==> src/rtl/piso_shift_controller.sv <==
// piso_shift_controller: sequences an N-bit LSB-first serializer. A parallel
// word is accepted over valid/ready, then shifted out at one bit per DIV
// clocks. A one-cycle done pulse follows a frame that completes normally, and
// abort cancels the frame in progress.
// Optional feature: define PISO_SHIFT_CTRL_PARITY_EN to append an even-parity
// bit after the last data bit.
module piso_shift_controller #(
   parameter int N   = 8,
   parameter int DIV = 4
) (
   input  logic         clk,
   input  logic         n_reset,
   input  logic [N-1:0] in_data,
   input  logic         in_valid,
   output logic         in_ready,
   input  logic         abort,
   output logic         serial_out,
   output logic         shift_strobe,
   output logic         busy,
   output logic         done
);

   localparam int DCW = (DIV > 1) ? $clog2(DIV) : 1;
   localparam int BCW = $clog2(N);
   localparam logic [DCW-1:0] DIV_LAST = DCW'(DIV - 1);
   localparam logic [BCW-1:0] BIT_LAST = BCW'(N - 1);

   localparam logic [1:0] ST_IDLE   = 2'd0;
   localparam logic [1:0] ST_SHIFT  = 2'd1;
`ifdef PISO_SHIFT_CTRL_PARITY_EN
   localparam logic [1:0] ST_PARITY = 2'd2;
`endif

   logic [1:0]     state_q, state_d;
   logic [N-1:0]   sreg_q, sreg_d;
   logic [DCW-1:0] div_cnt_q, div_cnt_d;
   logic [BCW-1:0] bit_cnt_q, bit_cnt_d;
   logic           done_q, done_d;
`ifdef PISO_SHIFT_CTRL_PARITY_EN
   logic           par_q, par_d;
`endif

   // Last cycle of a bit period; the strobe is this, unless abort cancels it.
   logic period_end;
   assign period_end   = (state_q != ST_IDLE) && (div_cnt_q == DIV_LAST);
   assign shift_strobe = period_end && !abort;
   assign in_ready     = (state_q == ST_IDLE) && !abort;
   assign busy         = (state_q != ST_IDLE);
   assign done         = done_q;

   // Line level: idle high, current data bit, or the parity bit.
   always_comb begin
      serial_out = 1'b1;
      case (state_q)
         ST_SHIFT:  serial_out = sreg_q[0];
`ifdef PISO_SHIFT_CTRL_PARITY_EN
         ST_PARITY: serial_out = par_q;
`endif
         default:   serial_out = 1'b1;
      endcase
   end

   // Next-state logic for the frame sequencer, counters and shift register.
   always_comb begin
      state_d   = state_q;
      sreg_d    = sreg_q;
      div_cnt_d = div_cnt_q;
      bit_cnt_d = bit_cnt_q;
      done_d    = 1'b0;
`ifdef PISO_SHIFT_CTRL_PARITY_EN
      par_d     = par_q;
`endif
      case (state_q)
         ST_IDLE: begin
            if (in_valid && in_ready) begin
               sreg_d    = in_data;
               div_cnt_d = '0;
               bit_cnt_d = '0;
               state_d   = ST_SHIFT;
`ifdef PISO_SHIFT_CTRL_PARITY_EN
               par_d     = ^in_data;
`endif
            end
         end
         ST_SHIFT: begin
            if (abort) begin
               state_d   = ST_IDLE;
               sreg_d    = '0;
               div_cnt_d = '0;
               bit_cnt_d = '0;
            end else if (period_end) begin
               div_cnt_d = '0;
               sreg_d    = {1'b0, sreg_q[N-1:1]};
               if (bit_cnt_q == BIT_LAST) begin
`ifdef PISO_SHIFT_CTRL_PARITY_EN
                  state_d = ST_PARITY;
`else
                  state_d = ST_IDLE;
                  done_d  = 1'b1;
`endif
               end else begin
                  bit_cnt_d = bit_cnt_q + 1'b1;
               end
            end else begin
               div_cnt_d = div_cnt_q + 1'b1;
            end
         end
`ifdef PISO_SHIFT_CTRL_PARITY_EN
         ST_PARITY: begin
            if (abort) begin
               state_d   = ST_IDLE;
               sreg_d    = '0;
               div_cnt_d = '0;
               bit_cnt_d = '0;
            end else if (period_end) begin
               state_d   = ST_IDLE;
               div_cnt_d = '0;
               done_d    = 1'b1;
            end else begin
               div_cnt_d = div_cnt_q + 1'b1;
            end
         end
`endif
         default: state_d = ST_IDLE;
      endcase
   end

   // State registers with asynchronous active-low reset.
   always_ff @(posedge clk or negedge n_reset) begin
      if (!n_reset) begin
         state_q   <= ST_IDLE;
         sreg_q    <= '0;
         div_cnt_q <= '0;
         bit_cnt_q <= '0;
         done_q    <= 1'b0;
`ifdef PISO_SHIFT_CTRL_PARITY_EN
         par_q     <= 1'b0;
`endif
      end else begin
         state_q   <= state_d;
         sreg_q    <= sreg_d;
         div_cnt_q <= div_cnt_d;
         bit_cnt_q <= bit_cnt_d;
         done_q    <= done_d;
`ifdef PISO_SHIFT_CTRL_PARITY_EN
         par_q     <= par_d;
`endif
      end
   end

endmodule

==> config.mk <==
export PLATFORM = sky130hd
export DESIGN_NAME = piso_shift_controller
export DESIGN_NICKNAME = d
export VERILOG_FILES = /design/src/rtl/piso_shift_controller.sv
export SDC_FILE = /design/constraint.sdc
export NUM_CORES = 1
export LEC_CHECK = 0
export CAP_MARGIN = 0
export CELL_PAD_IN_SITES_DETAIL_PLACEMENT = 0
export CELL_PAD_IN_SITES_GLOBAL_PLACEMENT = 2
export CORE_MARGIN = 3
export CORE_UTILIZATION = 34
export CTS_CLUSTER_DIAMETER = 60
export DETAILED_ROUTE_END_ITERATION = 6
export GPL_TIMING_DRIVEN = 0
export PLACE_DENSITY_LB_ADDON = 0.1
export SYNTH_ARGS = -nofsm -noshare
export SYNTH_HDL_FRONTEND = slang
export SYNTH_SLANG_ARGS = --single-unit
==> constraint.sdc <==
create_clock -name clk -period 2.06 [get_ports clk]
set_input_delay 0.309 -clock clk [delete_from_list [all_inputs] [get_ports clk]]
set_output_delay 0.309 -clock clk [all_outputs]
set_load 0.02 [all_outputs]
* Word level (Yosys, flattened, before mapping)
Cells that the tools add are included.
Word-level totals: output and inout bits 5, bits in registers 16, logic and storage cells 49, bits of input ports 12
Cells by class: equality and inequality tests 7, reduce and logical (&&, ||, !) cells 12, mux-type cells 23, add/subtract/negate cells 2
Operators by type and width (count):
- two-way mux 8 bit | 3
- one-hot mux 8 bit (2 select lines) | 1
- two-way mux 2 bit | 7
- two-way mux 3 bit | 4
- != test 3 bit, second input constant | 3
- one-hot mux 2 bit (2 select lines) | 2
- one-hot mux 3 bit (2 select lines) | 1
- AND reduction 3 bit | 2
- two-way mux 1 bit | 5
- logical AND 1 bit | 4
- AND reduction 4 bit | 1
- nonzero test 2 bit | 2
- adder 3 x 1 -> 3 bit, second input constant | 1
- equality test 3 bit, second input constant | 1
- adder 2 x 1 -> 2 bit, second input constant | 1
- equality test 2 x 1 -> 1 bit, second input constant | 1
- equality test 2 bit, second input constant | 1
- logical NOT 2 bit | 1
- != test 2 x 1 -> 1 bit, second input constant | 1
- AND reduction 2 bit | 1
- logical NOT 1 bit | 1

* Depth between registers and ports, before layout
depth in word-level cells 5, mapped depth 5, depth with buffers taken out 5

* Worst setup path before layout
Ideal clock, no wire load.
path kind reg-to-reg, start register state_q[0], end register sreg_q[0], stages on the path, launching flop included 5, path buffers 1, setup slack 0.637 ns, library setup time 0.125 ns, required time 1.935 ns, period minus slack after synthesis 1.423 ns, arrival 1.298 ns, cell sequence dfrtp_1 > buf_6 > nand2b_4 > o22ai_4 > mux2_2
Between the ends: cells in the longest elaborated chain, start to end 5
Ends and longest elaborated chain:
- from (decl) | line 34 | logic [1:0] state_q, state_d;
- from (signal assigned) | line 140 | state_q <= state_d;
- logical NOT 2 bit | line 47, 73
- logical AND 1 bit | line 47 | assign in_ready = (state_q == ST_IDLE) && !abort;
- logical AND 1 bit | line 75 | if (in_valid && in_ready) begin
- != test 2 x 1 -> 1 bit (no line)
- AND reduction 3 bit (no line)
- to (signal assigned) | line 141 | sreg_q <= sreg_d;
- to (decl) | line 35 | logic [N-1:0] sreg_q, sreg_d;
Several ways; a longest one is shown, not always the timed one. A chain may end at the register's enable or synchronous reset.

* Worst setup path in the final report
start input port abort, end output port in_ready
Between the ends: cells in the longest elaborated chain, start to end 2
Ends and longest elaborated chain:
- from (decl) | line 16 | input logic abort,
- logical NOT 1 bit | line 47
- logical AND 1 bit | line 47
- to (decl) | line 15 | output logic in_ready,
No other way between the ends.

==> impl_summary.md <==
Cells and area
The layout overhead on the synthesized area is 28.6%. The antenna diode count is 0. The fraction of layout instances using a drive strength above 1 is 0.260. In the layout the commonest cells are sky130_fd_sc_hd__dfrtp_1, sky130_fd_sc_hd__clkdlybuf4s50_1, sky130_fd_sc_hd__a22o_1. The final-stage net count is 93. For this run, the share of the core covered by cells in the final layout is 0.482.

Synth
The synthesized area per cell is 13.4 um2. sky130_fd_sc_hd__dfrtp_1 takes more of the synthesized area than any other cell. The fraction of registers with async set/reset is 1.00. The share of synthesized area in the top cell type comes to 0.490. The count of yosys warnings during synthesis is 0. The synthesized-area fraction occupied by ao, oa, aoi and oai cells is 0.185. The cell count after synthesis came out at 57. The share of synthesized cell area in full adder, half adder and majority cells is 0.0490. For this run, the leading register cell type out of synthesis is sky130_fd_sc_hd__dfrtp_1. Synthesis produced a netlist with a net count of 72. The number of synthesized register bits is 15. Of the total synthesized cell area, the portion taken by AND, OR, NAND and NOR gates is 0.116.

Synthesis instantiated 25 different standard cells from the library. The share of synthesized area spent on multiplexers is 0.121. The xor/xnor cell area share of the yosys netlist is 0. The count of flip-flops with a built-in enable after synthesis is 0. By area the synthesized netlist is led by sky130_fd_sc_hd__dfrtp_1, sky130_fd_sc_hd__a22o_1, sky130_fd_sc_hd__mux2_2.

The post-synthesis sequential area ratio is 0.490. The main combinational cell family by area after synthesis is compound AO/OA/AOI/OAI gates. The area of the mapped netlist is 766 um2.

Timing
Measured against its own limit, the worst slew margin works out to 0.552. On the final layout, the worst clock skew is 0.00992 ns. For the pin with the worst max-slew slack, the measured transition is 0.670 ns. The number of pins with negative max-slew slack in the final report was 0. Setup repair after global routing left no endpoint under its margin. The final hold violation count is 0. The count of endpoints failing setup in the final report is 0. The clock period could shrink to 1.96 ns. Hold is met by 0.427 ns. The setup slack of the critical path after layout is 0.0996 ns. Of the available clock period, the critical path in the final layout requires 0.952. Static timing analysis puts the maximum clock frequency at 510 MHz.

CTS
The setup fix buffers added after clock tree synthesis is 0. At the later pin of the worst-skew pair, clock insertion delay measures 0.28 ns. The number of clock sinks is 15.

After clock tree synthesis, the clock-pin slew on the worst setup and hold paths is 0.09 ns. In this run the clock root is driven by a sky130_fd_sc_hd__clkbuf_4. In this run the number of H-tree levels came out at 1.

The number of instances resized during post-cts repair is 1. The number of buffers on the longest clock path is 2. The number of CTS-inserted buffers is 3. TritonCTS built the clock tree. The number of hold buffers added after CTS was 0.

Flow run
The tool flagged a number of max-cap violations equal to 0.

Floorplanning
The initial utilization of the core area, before any placement, comes to 0.375. The floorplan step defined a die boundary enclosing 0.00286 mm2. 17 I/O pins were placed.

The floorplan step defined a core boundary enclosing 0.00204 mm2. The chip height is 53.5 um. The die is 53.5 um wide. The floorplan has 16 rows.

Global route
The maximum number of pins on one net before global-route repair is 16. The initial antenna violation count is 0. The sum of overflow across all layers after global routing is 0. The via count of the first global-routing pass is 537. The first-pass GRT wire length is 2500 um.

In the global route stage, overall resource usage came out at 0.127.

Place
The estimated wirelength of the detail-placed design is 979 um. Routability-driven placement finished with a final weighted congestion of 0.655. The number of port buffers is 16. Prior to clock tree synthesis, the placed netlist has a worst setup slack of -0.145 ns.

Critical path
The worst setup path is of the input port to output port kind. For the worst setup path, the data arrival time is 1.65 ns. The startpoint identified for the worst register-to-register timing path is div_cnt_q[0]. For the worst setup path, the data required time is 1.75 ns. The critical path starts at abort. The worst setup path is captured at an output port. The kind of launch point of the worst setup path is an input port. In this run the worst path has a maximum fanout of 5.

Drt
The average wire per cell in the routed design is 13.3 um. After detailed routing, the number of remaining DRC violations is 0. The final antenna-violating net count is 0.

Summing over every cut layer, the via total after detailed routing is 514. The detailed-router iteration count before antenna repair is 3. Dividing the detail-routed via count by the number of cells gives 4.94.

The number of DRC violations after detailed-routing iteration 0 is 12. Summed over all layers, the routed wires come to 1380 um.

Pwr
The part of the total power dissipated in combinational logic is 0.217. VDD sags by at most 0.000363 V. The part of the total power dissipated in the clock network is 0.252. The static leakage is 0.466 nW. The share of total power dissipated in sequential elements is 0.531. The net switching power is 0.167 mW. The internal portion of the total power is 0.488 mW.

Of the total power, the share spent switching nets is 0.255. For this design the ratio of total power to cell area is 666 mW/mm2.

Hold path
The type of the worst min-delay path is input port to asynchronous set/reset pin.

Status
The flow ran to the end, and the final reports show no timing, DRC or antenna violations.
==> critical path: stages <==
cell and delay, ns:
sky130_fd_sc_hd__clkdlybuf4s50_1 0.54, sky130_fd_sc_hd__nor2_1 0.18, sky130_fd_sc_hd__clkdlybuf4s50_1 0.62
==> kinds of logic (layout without fill, tap and decap cells) <==
kind of cell | count (synthesis) | in the layout
compound gates | 15 | 15
fa+ha+maj | 3 | 3
buf+inv | 4 | 24
flops | 15 | 15
mux | 8 | 8
simple gates | 12 | 12
==> cells in the mapped netlist, types with 2 or more instances <==
| master | n |
|---|---|
| sky130_fd_sc_hd__a22o_2 | 2 |
| sky130_fd_sc_hd__a22o_1 | 7 |
| sky130_fd_sc_hd__buf_6 | 2 |
| sky130_fd_sc_hd__nor2_1 | 3 |
| sky130_fd_sc_hd__and2_2 | 2 |
| sky130_fd_sc_hd__ha_1 | 3 |
| sky130_fd_sc_hd__inv_1 | 2 |
| sky130_fd_sc_hd__mux2_2 | 5 |
| sky130_fd_sc_hd__dfrtp_1 | 15 |
==> metrics by stage <==
step	cell area, um2	setup TNS, ns	cells	power, mW
floorplan	766	0	57	0.442
global placement	960	-0.163	100	0.497
detailed placement	960	-0.145	100	0.499
CTS	985	0	104	0.670
global route	985	0	104	0.702
finish	985	0	104	0.656
==> power groups by stage <==
stage          clock network, mW  logic [mW]  registers [mW]
2_1_floorplan                  0      0.0909           0.351
3_3_place_gp                   0       0.144           0.354
3_5_place_dp                   0       0.145           0.354
4_1_cts                    0.176       0.145           0.349
5_1_grt                    0.189       0.158           0.354
6_report                   0.165       0.142           0.348
==> state kept, by name (all words and copies together), names as in the netlist <==
register   count
state_q        1
sreg_q         8
div_cnt_q      2
bit_cnt_q      3
done           1
==> routing by layer <==
layer | GRT usage | part of all wire | vias to the layer above
li1 | - | - | 257
met1 | 0.171 | 0.53 | 243
met2 | 0.184 | 0.40 | 14
met3 | 0.0620 | 0.076 | 0
met4 | 0.0255 | 0 | 0
met5 | 0 | 0 | -
==> layout make-up <==
cell class	count	area [um2]
inverters	2	7.51
multi-input cells	38	360
plain buffers	2	22.5
flip-flops and latches	15	375
well taps	27	33.8
clock buffers	4	26.3
repair buffers	16	159
fillers	212	1060
==> path summary, 6_finish.rpt <==
path	end	slack (ns)	cells after the start
worst max-delay path	in_ready	0.1	3
worst min-delay path	done	0.43	1
worst max register to register	sreg_q[3]	0.49	3
worst min register to register	sreg_q[7]	0.51	1
max in group asynchronous	sreg_q[3]	1.20	1
min in group clk	sreg_q[7]	0.51	1
Note: power is estimated with default switching activity, not from simulation.
